[src/rtl/controle_multiciclo_pkg.sv]
// Shared constants and output decode for the multi-cycle RV32 control FSM.
package controle_pkg;

  localparam logic [6:0] TipoR  = 7'b0110011;
  localparam logic [6:0] TipoI  = 7'b0000011;
  localparam logic [6:0] TipoS  = 7'b0100011;
  localparam logic [6:0] TipoSB = 7'b1100011;

  localparam logic [1:0] SRC_A_PC     = 2'b00;
  localparam logic [1:0] SRC_A_PC_ANT = 2'b01;
  localparam logic [1:0] SRC_A_REG    = 2'b10;
  localparam logic [1:0] SRC_B_REG    = 2'b00;
  localparam logic [1:0] SRC_B_QUATRO = 2'b01;
  localparam logic [1:0] SRC_B_IMED   = 2'b10;

  typedef enum logic [3:0] {
    BUSCA      = 4'd0,
    DECODIFICA = 4'd1,
    CALC_END   = 4'd2,
    LE_MEM     = 4'd3,
    WB_MEM     = 4'd4,
    ESCR_MEM   = 4'd5,
    EXEC_R     = 4'd6,
    WB_R       = 4'd7,
    DESVIO     = 4'd8,
    ERRO       = 4'd9
  } estado_t;

  // Moore part of the outputs; Mealy terms are added in the top.
  typedef struct packed {
    logic       lida;
    logic       escrita;
    logic       instr_ou_dado;
    logic       pc_origem;
    logic [1:0] src_a;
    logic [1:0] src_b;
    logic [1:0] alu_op;
    logic       reg_esc;
    logic       mem_mov;
    logic       concluida;
    logic       erro;
  } saida_t;

  function automatic saida_t decodifica(estado_t e);
    saida_t s;
    s = '0;
    case (e)
      BUSCA:      begin s.lida = 1'b1; s.src_a = SRC_A_PC; s.src_b = SRC_B_QUATRO; end
      DECODIFICA: begin s.src_a = SRC_A_PC_ANT; s.src_b = SRC_B_IMED; end
      CALC_END:   begin s.src_a = SRC_A_REG; s.src_b = SRC_B_IMED; end
      LE_MEM:     begin s.lida = 1'b1; s.instr_ou_dado = 1'b1; end
      WB_MEM:     begin s.reg_esc = 1'b1; s.mem_mov = 1'b1; s.concluida = 1'b1; end
      ESCR_MEM:   begin s.escrita = 1'b1; s.instr_ou_dado = 1'b1; end
      EXEC_R:     begin s.src_a = SRC_A_REG; s.src_b = SRC_B_REG; s.alu_op = 2'b10; end
      WB_R:       begin s.reg_esc = 1'b1; s.concluida = 1'b1; end
      DESVIO:     begin
        s.src_a = SRC_A_REG; s.src_b = SRC_B_REG; s.alu_op = 2'b01;
        s.pc_origem = 1'b1; s.concluida = 1'b1;
      end
      ERRO:       s.erro = 1'b1;
      default:    s = '0;
    endcase
    return s;
  endfunction

endpackage

[src/rtl/controle_multiciclo_if.sv]
// Memory ready/valid handshake between the control FSM and the memory.
interface controle_multiciclo_if;
  logic MemPronta;
  logic MemoriaLida;
  logic MemoriaEscrita;
  logic InstrOuDado;

  modport master (input MemPronta, output MemoriaLida, MemoriaEscrita, InstrOuDado);
  modport slave  (output MemPronta, input MemoriaLida, MemoriaEscrita, InstrOuDado);
endinterface

[src/rtl/controle_multiciclo_contador_espera.sv]
// Memory wait counter: clear has priority, limite flags the timeout count.
module contador_espera #(
  parameter int LIMITE = 255,
  parameter int LARG   = 8
) (
  input  logic clock,
  input  logic reset,
  input  logic limpa,
  input  logic habilita,
  output logic limite
);
  logic [LARG-1:0] contagem;

  always_ff @(posedge clock) begin
    if (reset || limpa) contagem <= '0;
    else if (habilita)  contagem <= contagem + LARG'(1);
  end

  assign limite = (contagem == LARG'(LIMITE));
endmodule

[src/rtl/controle_multiciclo.sv]
// Multi-cycle RV32 control FSM: fetch/decode/execute/memory/write-back with memory stall and traps.
module controle_multiciclo
  import controle_pkg::*;
#(
  parameter int TIMEOUT_MEM  = 255,
  parameter int LARG_TIMEOUT = 8
) (
  input  logic                  clock,
  input  logic                  reset,
  input  logic [6:0]            Opcode,
  input  logic                  Zero,
  controle_multiciclo_if.master mem,
  output logic                  EscreveIR,
  output logic                  EscrevePC,
  output logic                  PCOrigem,
  output logic [1:0]            ALUSrcA,
  output logic [1:0]            ALUSrcB,
  output logic                  ALUOp1,
  output logic                  ALUOp0,
  output logic                  RegistradorEsc,
  output logic                  MemoriaMov,
  output logic                  InstrConcluida,
  output logic                  Erro,
  output logic [3:0]            Estado
);
  estado_t estado, prox;
  saida_t  saida_q;
  logic    espera, limite, limpa;

  always_comb begin
    prox   = estado;
    espera = 1'b0;
    case (estado)
      BUSCA: begin
        espera = 1'b1;
        if (mem.MemPronta) prox = DECODIFICA;
      end
      DECODIFICA: begin
        case (Opcode)
          TipoR:        prox = EXEC_R;
          TipoI, TipoS: prox = CALC_END;
          TipoSB:       prox = DESVIO;
          default:      prox = ERRO;
        endcase
      end
      CALC_END: begin
        if (Opcode == TipoI)      prox = LE_MEM;
        else if (Opcode == TipoS) prox = ESCR_MEM;
        else                      prox = ERRO;
      end
      LE_MEM: begin
        espera = 1'b1;
        if (mem.MemPronta) prox = WB_MEM;
      end
      ESCR_MEM: begin
        espera = 1'b1;
        if (mem.MemPronta) prox = BUSCA;
      end
      EXEC_R:               prox = WB_R;
      WB_MEM, WB_R, DESVIO: prox = BUSCA;
      ERRO:                 prox = ERRO;
      default:              prox = ERRO;
    endcase
    // A late MemPronta on the limit cycle still completes the transfer.
    if (espera && !mem.MemPronta && limite) prox = ERRO;
  end

  assign limpa = (espera & mem.MemPronta) | (prox != estado);

  contador_espera #(
    .LIMITE (TIMEOUT_MEM),
    .LARG   (LARG_TIMEOUT)
  ) u_espera (
    .clock    (clock),
    .reset    (reset),
    .limpa    (limpa),
    .habilita (espera & ~mem.MemPronta),
    .limite   (limite)
  );

  // Moore outputs are registered from the next state so they line up with estado.
  always_ff @(posedge clock) begin
    if (reset) begin
      estado  <= BUSCA;
      saida_q <= decodifica(BUSCA);
    end else begin
      estado  <= prox;
      saida_q <= decodifica(prox);
    end
  end

  assign mem.MemoriaLida    = saida_q.lida & ~reset;
  assign mem.MemoriaEscrita = saida_q.escrita & ~reset;
  assign mem.InstrOuDado    = saida_q.instr_ou_dado;
  assign EscreveIR          = ~reset & (estado == BUSCA) & mem.MemPronta;
  assign EscrevePC          = ~reset & (((estado == BUSCA) & mem.MemPronta) |
                                        ((estado == DESVIO) & Zero));
  assign PCOrigem           = saida_q.pc_origem;
  assign ALUSrcA            = saida_q.src_a;
  assign ALUSrcB            = saida_q.src_b;
  assign ALUOp1             = saida_q.alu_op[1];
  assign ALUOp0             = saida_q.alu_op[0];
  assign RegistradorEsc     = saida_q.reg_esc & ~reset;
  assign MemoriaMov         = saida_q.mem_mov;
  assign InstrConcluida     = ~reset & (saida_q.concluida |
                                        ((estado == ESCR_MEM) & mem.MemPronta));
  assign Erro               = saida_q.erro;
  assign Estado             = estado;
endmodule

[src/flat_wrapper.sv]
// flat-port wrapper written by rule: the top's interface ports become plain ports
module controle_multiciclo_flat import controle_pkg::*;
#(
  parameter int TIMEOUT_MEM  = 255,
  parameter int LARG_TIMEOUT = 8
)
  (clock, reset, Opcode, Zero, EscreveIR, EscrevePC, PCOrigem, ALUSrcA, ALUSrcB, ALUOp1, ALUOp0, RegistradorEsc, MemoriaMov, InstrConcluida, Erro, Estado, mem_MemPronta, mem_MemoriaLida, mem_MemoriaEscrita, mem_InstrOuDado);
  controle_multiciclo_if mem_i ();
  input  logic clock;
  input  logic reset;
  input  logic [6:0] Opcode;
  input  logic Zero;
  output logic EscreveIR;
  output logic EscrevePC;
  output logic PCOrigem;
  output logic [1:0] ALUSrcA;
  output logic [1:0] ALUSrcB;
  output logic ALUOp1;
  output logic ALUOp0;
  output logic RegistradorEsc;
  output logic MemoriaMov;
  output logic InstrConcluida;
  output logic Erro;
  output logic [3:0] Estado;
  input wire logic [$bits(mem_i.MemPronta)-1:0] mem_MemPronta;
  output wire logic [$bits(mem_i.MemoriaLida)-1:0] mem_MemoriaLida;
  output wire logic [$bits(mem_i.MemoriaEscrita)-1:0] mem_MemoriaEscrita;
  output wire logic [$bits(mem_i.InstrOuDado)-1:0] mem_InstrOuDado;
  assign mem_i.MemPronta = mem_MemPronta;
  assign mem_MemoriaLida = mem_i.MemoriaLida;
  assign mem_MemoriaEscrita = mem_i.MemoriaEscrita;
  assign mem_InstrOuDado = mem_i.InstrOuDado;
  controle_multiciclo #(.TIMEOUT_MEM(TIMEOUT_MEM), .LARG_TIMEOUT(LARG_TIMEOUT)) u_core (.clock(clock), .reset(reset), .Opcode(Opcode), .Zero(Zero), .mem(mem_i), .EscreveIR(EscreveIR), .EscrevePC(EscrevePC), .PCOrigem(PCOrigem), .ALUSrcA(ALUSrcA), .ALUSrcB(ALUSrcB), .ALUOp1(ALUOp1), .ALUOp0(ALUOp0), .RegistradorEsc(RegistradorEsc), .MemoriaMov(MemoriaMov), .InstrConcluida(InstrConcluida), .Erro(Erro), .Estado(Estado));
endmodule
[config.mk]
export PLATFORM = sky130hd
export DESIGN_NAME = controle_multiciclo_flat
export DESIGN_NICKNAME = d
export VERILOG_FILES = /design/src/rtl/controle_multiciclo_pkg.sv /design/src/rtl/controle_multiciclo_if.sv /design/src/rtl/controle_multiciclo_contador_espera.sv /design/src/rtl/controle_multiciclo.sv /design/src/flat_wrapper.sv
export SDC_FILE = /design/constraint.sdc
export NUM_CORES = 1
export LEC_CHECK = 0
export ABC_AREA = 1
export BUFFER_PORTS_ARGS = -buffer_cell sky130_fd_sc_hd__buf_2
export CAP_MARGIN = 10
export CORE_MARGIN = 8
export CORE_UTILIZATION = 57
export CTS_CLUSTER_DIAMETER = 40
export DETAILED_ROUTE_END_ITERATION = 10
export PLACE_DENSITY_LB_ADDON = 0.12
export SETUP_SLACK_MARGIN = 0.4
export SYNTH_ARGS = -nofsm -noshare
export SYNTH_HDL_FRONTEND = slang
export SYNTH_SLANG_ARGS = --single-unit
[constraint.sdc]
create_clock -name clock -period 3 [get_ports clock]
set_clock_uncertainty 0.2 [all_clocks]
set_input_delay 0.15 -clock clock [delete_from_list [all_inputs] [get_ports clock]]
set_output_delay 0.15 -clock clock [all_outputs]
set_load 0.05 [all_outputs]
==> flow_summary.ini, run 1 <==
[status]
status = complete, no violations

[final_layout]
drive_gt1_share_pct = 24.3
regArea_sq_um = 520
area_delta_synth_final_pct = 14.4
diodes = 0
final_cells = 250
mostFrequentLayoutCells = nand2_1, nor2_1, buf_2, dfxtp_1, inv_1
fin_nets = 235
fill_cells = 201
final_common_cell = nand2_1
multi_input_area_sq_um = 697

[clocking]
cts.repair.resized = 0
cts_buffers = 3
htree_levels = 1
postCtsSetupRepairBufs = 0
clock_latency_ns = 0.31
clkSinkCount = 26
cts_hold_buf = 1
cts_root_buf = clkbuf_4
cts.clk_slew.worst_paths_ns = 0.13
cts_tree = yes
clock_path_buffers = 2

[floorplan]
core_sq_um = 2230
rows = 17
die_y_um = 64.6
die-width_um = 64.6
die_area_sq_um = 4180
io_pins = 31
initial_core_util_pct = 60.4

[critical_path]
max_stage_delay_ns = 0.46
critPathCaptureType = output pin
critPathSlowestCell = dfxtp_1
crit_top_cell = nor2_1
crit_type = reg2out
start_kind = register
crit_required_ns = 2.65
path_cells = inv_1 -> nor2_1 -> nand2_1 -> nor2_1 -> o21a_1 -> buf_2
cp_data_arrival_time_ns = 1.78
cp_max_fo = 4

[run]
max_cap_viol_count = 0

[global_routing]
grt_first_pass_wirelength_um = 4900
antenna_found_initial = 0
overflow = 0
grt_usage_pct = 14.1
grt_max_degree = 21
grt_pass1_vias = 1155

[power_and_ir_drop]
p_per_area_nw_per_um2 = 462
p_sw_share_pct = 32.8
ir_drop_mv = 0.275
p_int_mw = 0.479
leakage_nw = 0.788
power.share.sequential_pct = 51.5
clockPowerShare_pct = 24.1
pwr-share-comb_pct = 24.4
switchingPower_mw = 0.234

[route]
firstDrtPassIters = 4
ant_nets = 0
routedWlPerCell_um = 11.5
drc = 0
wirelength_um = 2880
routed-via-count = 1269
drt_iter0_drc = 74
viasPerCell = 5.08

[synth]
synth.ff_latch_count = 26
synth.top_cell.area_share_pct = 38.6
seq_area_frac_synth_pct = 38.6
syn_area_sq_um = 1350
yosysTopAreaCell = dfxtp_1
synth_cell_types = 28
syn_inst = 193
syn_area_per_cell_sq_um = 6.99
syn-num-nets = 205
synth_area_leaders = dfxtp_1, nand2_1, nor2_1
synth-warning-count = 0

[sta]
relSlewSlack_pct = 77.2
fin_crit_sh_pct = 71.1
worst_slack_ns = 0.867
tightest_slew_ns = 0.342
final.setup.tns_ns = 0
min_period_ns = 2.13
slew_viol_final = 0
fmax_mhz = 469
rsz0062_at_grt = no
setup_violations = 0
hold_viol = 0

[placed_design]
hpwlAfterDp_um = 2330
gp_congestion = 1.05
post-place-cells = 245
pre_cts_ws_ns = 1.07
portBuffers = 30

[worst_hold_path]
holdCritPathClass = in2reg
cells by family (layout without fill, tap and decap cells):
family	after synthesis	in the layout	synth area share (%)
AO/OA/AOI/OAI	10	10	4.36
XOR/XNOR	7	7	4.55
adder cells (fa/ha/maj)	1	1	0.927
buffers and inverters	31	60	9.74
flip-flops	26	26	38.6
multiplexers	1	1	0.835
AND/OR/NAND/NOR	117	117	41.0
path summary, 6_finish.rpt:
kind,from,end,slack (ns),depth (start not counted)
setup / recovery,u_core.Estado[2],InstrConcluida,0.87,6
hold / removal,reset,u_core.ALUSrcA[0],0.01,2
setup reg to reg,u_core.Estado[2],u_core.u_espera.contagem[4],0.99,11
hold reg to reg,u_core.u_espera.contagem[7],u_core.u_espera.contagem[7],0.37,2
area by class of cell:
cell class              count  area share (%)
flip-flops and latches     26            33.7
multi-input cells         136            45.2
repair buffers             31            10.4
inverters                  25            6.08
clock buffers               4            2.35
well taps                  28            2.27
routing by layer:
layer	up-vias	track usage [%]	wire length [um]	share of wire [%]
met5	-	0	0	0
met4	0	4.90	34	1.2
met3	5	3.95	306	11
met2	54	23.7	1300	45
met1	551	16.9	1240	43
li1	659	-	-	-
flip-flops by register name (all words and copies together), names as in the netlist:
| name | flops |
|---|---|
| u_core.u_espera.contagem | 8 |
| u_core.Estado | 4 |
| u_core.saida_q | 4 |
| u_core.ALUSrcA | 2 |
| u_core.ALUSrcB | 2 |
| u_core.ALUOp0 | 1 |
| u_core.ALUOp1 | 1 |
| u_core.Erro | 1 |
| u_core.MemoriaMov | 1 |
| u_core.PCOrigem | 1 |
| u_core.mem.InstrOuDado | 1 |
per-stage QoR:
stage | area [sq um] | utilization (%) | hold WS, ns | power (mW)
global placement | 1500 | 67.0 | 0.315 | 0.544
detailed placement | 1500 | 67.0 | 0.317 | 0.547
CTS | 1540 | 69.1 | 0.0121 | 0.716
global route | 1540 | 69.1 | 0.0160 | 0.750
floorplan | 1350 | - | 0.132 | 0.515
finish | 1540 | 69.1 | 0.0137 | 0.713
worst max-delay path, delay by kind of cell (launching register included):
family | cells | cell delay, ns
DFF | 1 | 0.46
and+or+nand+nor | 3 | 0.49
AOI/OAI and AO/OA | 1 | 0.14
buffers and inverters | 2 | 0.38
cells in the mapped netlist, drive strengths merged:
| master | number |
|---|---|
| nor2 | 44 |
| nand2 | 43 |
| dfxtp | 26 |
| inv | 25 |
| nand3 | 22 |
| buf | 5 |
| xor2 | 5 |
| a21oi | 4 |
| nor3 | 4 |
| nand4 | 3 |
| o21ai | 2 |
| xnor2 | 2 |
| clkbuf | 1 |
| ha | 1 |
| mux2 | 1 |
| nand3b | 1 |
| o211ai | 1 |
| o21a | 1 |
| o21bai | 1 |
| o22ai | 1 |
power groups by stage:
stage	combinational [mW]	clock [mW]	sequential (mW)
2_1_floorplan	0.127	0	0.388
3_3_place_gp	0.170	0	0.374
3_5_place_dp	0.173	0	0.374
4_1_cts	0.175	0.174	0.367
5_1_grt	0.191	0.190	0.368
6_report	0.174	0.172	0.367
(Power assumes the default switching activity.)
==> run 2: changes to the inputs <==
- CORE_UTILIZATION: 57 -> 52
- clock period: 3 -> 2 ns (I/O delays scaled with it)
==> flow_summary.ini, run 2 (synthesis gave the netlist of run 1 again) <==
[final_layout]
final_common_cell = nand2_1
final_util_pct = 75.3
largest_register_ffs = 8
area_delta_synth_final_pct = 38.2
final_area_sq_um = 1860
fin_nets = 250
diodes = 0
drive_gt1_share_pct = 47.3
mostFrequentLayoutCells = nand2_1, buf_2, nor2_1, dfxtp_1, inv_1
regMostFlops = u_core.u_espera.contagem

[placed_design]
gp_congestion = 0.933
pre_cts_ws_ns = 0.184
portBuffers = 30
hpwlAfterDp_um = 2500
place_area_sq_um = 1560

[sta]
worst_slack_ns = 0.0690
relSlewSlack_pct = 75.8
slew_viol_final = 0
setup_violations = 0
min_period_ns = 1.93
hold_viol = 3
whs_ns = -0.0679
rsz0062_at_grt = yes
tightest_slew_ns = 0.361
fin_crit_sh_pct = 96.5
fmax_mhz = 518

[global_routing]
antenna_found_initial = 0
grt_pass1_vias = 1293
grt_max_degree = 15
grt_usage_pct = 16.8
overflow = 0
grt_first_pass_wirelength_um = 5840

[clocking]
cts.clk_slew.worst_paths_ns = 0.14
cts_buffers = 3
cts_hold_buf = 3
htree_levels = 1
clock_latency_ns = 0.33
clock_path_buffers = 2
cts_root_buf = clkbuf_4
clkSinkCount = 26
cts_tree = yes

[route]
viasPerCell = 5.28
ant_nets = 0
routedWlPerCell_um = 14.8
firstDrtPassIters = 5
routed-via-count = 1410
drt_iter0_drc = 132
drc = 0
wirelength_um = 3960

[critical_path]
critPathSlowestCell = dfxtp_4
r2r_end = u_core.u_espera.contagem[6]
cp_num_cells = 11
critPathBufInv = 2
cp_max_fo = 8
crit_type = reg2reg
r2r_slack_ns = 0.07
cp_data_arrival_time_ns = 2.01
reg2reg_depth = 11
crit_required_ns = 2.08
start_kind = register
critPathCaptureType = register
max_stage_delay_ns = 0.41
r2r_start = u_core.Estado[0]
path_cells = nor2_4 -> nand2_2 -> nand2_2 -> buf_4 -> buf_4 -> nand2_4 -> o21bai_1 -> nand2_1 -> nor2_4 -> nand2_4 -> nor2_2
crit_path_start = u_core.Estado[0]
critPathTopFamily = simple AND/OR/NAND/NOR gates
critPathCapture = u_core.u_espera.contagem[6]

[power_and_ir_drop]
power_mw = 1.20
leakage_nw = 0.884
p_per_area_nw_per_um2 = 646
ir_drop_mv = 0.420

[run]
max_cap_viol_count = 0

[floorplan]
initial_core_util_pct = 54.4
die-width_um = 66.9
core_sq_um = 2480
die_area_sq_um = 4480
die_y_um = 66.9
io_pins = 31
rows = 18

[worst_hold_path]
hp-start = mem_MemPronta
holdCritPathClass = in2reg

[status]
violations = hold timing
status = complete, but fails checks
[run 2: final cells by class]
type                       count  area, sq um
multi-input combinational    136          855
fill                         180          613
sequential                    26          538
timing repair buffer          46          297
inverter                      25          101
tap                           30         37.5
clock buffer                   4         36.3
[run 2: report_power, final]
| part | internal (mW) | switching, mW |
|---|---|---|
| registers | 0.536 | 0.0170 |
| logic | 0.128 | 0.253 |
| clock network | 0.112 | 0.158 |
| total | 0.775 | 0.429 |
[run 2: repair_timing]
action | CTS | global route
hold endpoints to repair | 9 | 3
cloned | 0 | 0
setup buffers | 8 | 5
pin swaps | 19 | 14
setup endpoints to repair | 20 | 21
gates resized for setup | 21 | 26
[run 2: worst min path at each step]
stage                              endpoint  slack, ns  depth (start not counted)
after detailed placement  u_core.MemoriaMov       0.27                          3
final                     u_core.ALUSrcA[0]      -0.07                          3
after global routing      u_core.ALUSrcA[0]      -0.10                          3
after CTS                 u_core.MemoriaMov      -0.12                          3
after global placement    u_core.MemoriaMov       0.27                          3
after floorplan           u_core.ALUSrcA[0]       0.08                          2
[run 2: tightest hold or removal path: stages]
cell     delay, ns
buf_2         0.14
nand3_2       0.14
nor2_1        0.05
[run 2: metrics by stage]
step / setup TNS (ns) / std cells
finish: 0 / 267
global placement: 0 / 247
CTS: 0 / 262
detailed placement: 0 / 247
floorplan: 0 / 193
global route: -0.257 / 267
[run 2: metal layers]
layer  wire, um  vias to the layer above  track usage, %
met5          0                        -               0
met4        105                        0            6.53
met3        272                        9            3.36
met2       2060                       53            30.9
met1       1530                      660            18.3
li1           -                      688               -
==> run 3: changes to the inputs <==
==> constraint.sdc (replaced) <==
create_clock -name clock -period 2 [get_ports clock]
set_clock_uncertainty 0.2 [all_clocks]
set_input_delay 0.5 -clock clock [delete_from_list [all_inputs] [get_ports clock]]
set_output_delay 0.5 -clock clock [all_outputs]
set_load 0.05 [all_outputs]
==> flow_summary.ini, run 3 <==
[synth]
synth_area_leaders = dfxtp_1, nand2_1, nor2_1
synth.top_cell.area_share_pct = 38.6
synth_most_common_cell = nand2_1
synth-warning-count = 0
synth.ff_latch_count = 26
synth_flop_cell = dfxtp_1
synth_cell_types = 28
seq_area_frac_synth_pct = 38.6
syn-num-nets = 205
synth-edff-count = 0
async_flop_share_pct = 0
syn_area_sq_um = 1350
yosysTopAreaCell = dfxtp_1
syn_area_per_cell_sq_um = 6.99
syn_inst = 193
synth_commonest_cells = nand2_1, nor2_1, dfxtp_1, inv_1, nand3_1

[floorplan]
rows = 18
die_y_um = 66.9
initial_core_util_pct = 54.4
die-width_um = 66.9
io_pins = 31

[status]
status = aborted with a tool error
error_line = [ERROR DPL-0038] Utilization greater than 100%, impossible to legalize
stop_stage = 5_1_grt

[clocking]
cts_root_buf = clkbuf_4
cts_buffers = 3
clock_path_buffers = 2
cts_hold_buf = 0
htree_levels = 1
clkSinkCount = 26

[sta]
endpoint_type = register data pin
grt_worst_setup_endpoint = u_core.u_espera.contagem[1]$_SDFFE_PP0P_/D

[placed_design]
pre_cts_ws_ns = -0.0881
hpwlAfterDp_um = 2680
gp_congestion = 0.905
portBuffers = 30

[global_routing]
grt_max_degree = 15
[run 3: cell counts after synthesis]
Identical to the previous run, type by type.
[run 3: cells by family after synthesis]
kind of cell / after synthesis / synth area share, %
simple gates: 117 / 41.0
compound gates: 10 / 4.36
mux: 1 / 0.835
fa+ha+maj: 1 / 0.927
buf+inv: 31 / 9.74
flops: 26 / 38.6
xor+xnor: 7 / 4.55
[run 3: stage by stage]
stage                     setup TNS, ns  instances  area, sq um
after floorplan                       0        193         1540
after global placement           -0.212        260         1760
after detailed placement         -0.937        260         1760
after CTS                        -0.127        287         2290
[run 3: what timing repair did]
item	4_1_cts
hold endpoints to repair	0
pin swaps	21
setup endpoints to repair	39
gates resized for setup	85
buffers inserted	23
==> run 4: changes to the inputs <==
- CORE_AREA: default -> 8 8 69 71
- CORE_MARGIN: 8 -> default
- CORE_UTILIZATION: 52 -> default
- CTS_CLUSTER_DIAMETER: 40 -> default
- DIE_AREA: default -> 0 0 77 79
- PLACE_DENSITY_LB_ADDON: 0.12 -> 0.15
- SETUP_SLACK_MARGIN: 0.4 -> default
==> flow_summary.ini, run 4 (synthesis gave the netlist of run 1 again) <==
[power_and_ir_drop]
p_per_area_nw_per_um2 = 699
leakage_nw = 0.926
ir_drop_mv = 0.261
power_mw = 1.33

[global_routing]
grt_first_pass_wirelength_um = 5820
overflow = 0
grt_usage_pct = 11.4
grt_pass1_vias = 1375
antenna_found_initial = 0
grt_max_degree = 16

[critical_path]
crit_type = reg2out
crit_required_ns = 1.30
critPathCaptureType = output pin
start_kind = register
cp_data_arrival_time_ns = 1.30
reg2reg_depth = 11
cp_max_fo = 4

[final_layout]
regMostFlops = u_core.u_espera.contagem
mostFrequentLayoutCells = nand2_1, buf_2, nor2_1, inv_1, dfxtp_1
area_delta_synth_final_pct = 41.3
drive_gt1_share_pct = 39.7
fin_nets = 255
diodes = 0
fill_cells = 398
final_common_cell = nand2_1
final_util_pct = 50.2
largest_register_ffs = 8

[route]
ant_nets = 0
viasPerCell = 4.54
drc = 0
drt_iter0_drc = 90
routed-via-count = 1325
firstDrtPassIters = 4
routedWlPerCell_um = 11.6
wirelength_um = 3380

[clocking]
cts_buffers = 3
cts.clk_slew.worst_paths_ns = 0.09
clock_latency_ns = 0.27
clkSinkCount = 26
htree_levels = 1
cts_root_buf = clkbuf_8
cts_tree = yes
clock_path_buffers = 2

[sta]
slew_viol_final = 0
worst_slack_ns = -0.000109
rsz0062_at_grt = yes
whs_ns = 0.333
min_period_ns = 2.00
fmax_mhz = 500
tightest_slew_ns = 0.253
setup_violations = 1
final.setup.tns_ns = -0.000109
fin_crit_sh_pct = 100
relSlewSlack_pct = 83.2
hold_viol = 0

[status]
status = complete, but fails checks
violations = setup timing

[floorplan]
rows = 23
die_area_sq_um = 6080
core_sq_um = 3800
initial_core_util_pct = 35.5
die_y_um = 79
io_pins = 31
die-width_um = 77

[placed_design]
portBuffers = 30
gp_congestion = 0.850
hpwlAfterDp_um = 2520

[worst_hold_path]
holdCritPathClass = reg2reg
hold_path_depth = 2

[run]
max_cap_viol_count = 0
## run 4: worst paths after layout
check	start	endpoint	slack, ns
max	u_core.Estado[0]	EscrevePC	-0.0001
min	u_core.u_espera.contagem[7]	u_core.u_espera.contagem[7]	0.33
max reg2reg	u_core.Estado[3]	u_core.u_espera.contagem[0]	0.14
min reg2reg	u_core.u_espera.contagem[7]	u_core.u_espera.contagem[7]	0.33
## run 4: worst max-delay path, stage by stage, from the launching register on
cell	delay [ns]
dfxtp_4	0.37
nor2_4	0.14
nand3_1	0.10
buf_6	0.14
o22ai_4	0.09
buf_6	0.18
## run 4: timing repair
action,in CTS,in global routing
resized for setup,11,20
endpoints found under the hold margin,0,0
endpoints found under the setup margin,3,17
hold buffers,0,0
buffers inserted,4,2
pin swaps,2,8
## run 4: power breakdown
| group | internal, mW | switching, mW | total, mW | leakage [nW] |
|---|---|---|---|---|
| Combinational | 0.126 | 0.221 | 0.348 | 0.676 |
| Sequential | 0.535 | 0.0150 | 0.550 | 0.214 |
| Clock | 0.268 | 0.167 | 0.435 | 0.0357 |
| Total | 0.929 | 0.404 | 1.33 | 0.926 |
## run 4: area by class of cell
cell class / instances / area [sq um] / share of cell area (%)
inverters: 25 / 96.3 / 5.06
flip-flops and latches: 26 / 536 / 28.1
clock inverters: 1 / 30.0 / 1.58
well taps: 50 / 62.6 / 3.28
repair buffers: 51 / 334 / 17.5
multi-input cells: 136 / 806 / 42.3
clock buffers: 3 / 41.3 / 2.17
## run 4: routing by layer
metal / track usage, % / routed length [um]
met5: 0 / 0
met4: 6.04 / 97
met3: 3.16 / 190
met2: 20.7 / 1660
met1: 11.8 / 1430
## run 4: stage by stage
step / cell area (sq um) / setup slack (ns) / cells
2_1_floorplan: 1400 / -0.0505 / 193
3_3_place_gp: 1690 / -0.0625 / 282
3_5_place_dp: 1690 / -0.0714 / 282
4_1_cts: 1820 / 0.00285 / 290
5_1_grt: 1910 / -0.0688 / 292
6_report: 1910 / -0.000109 / 292
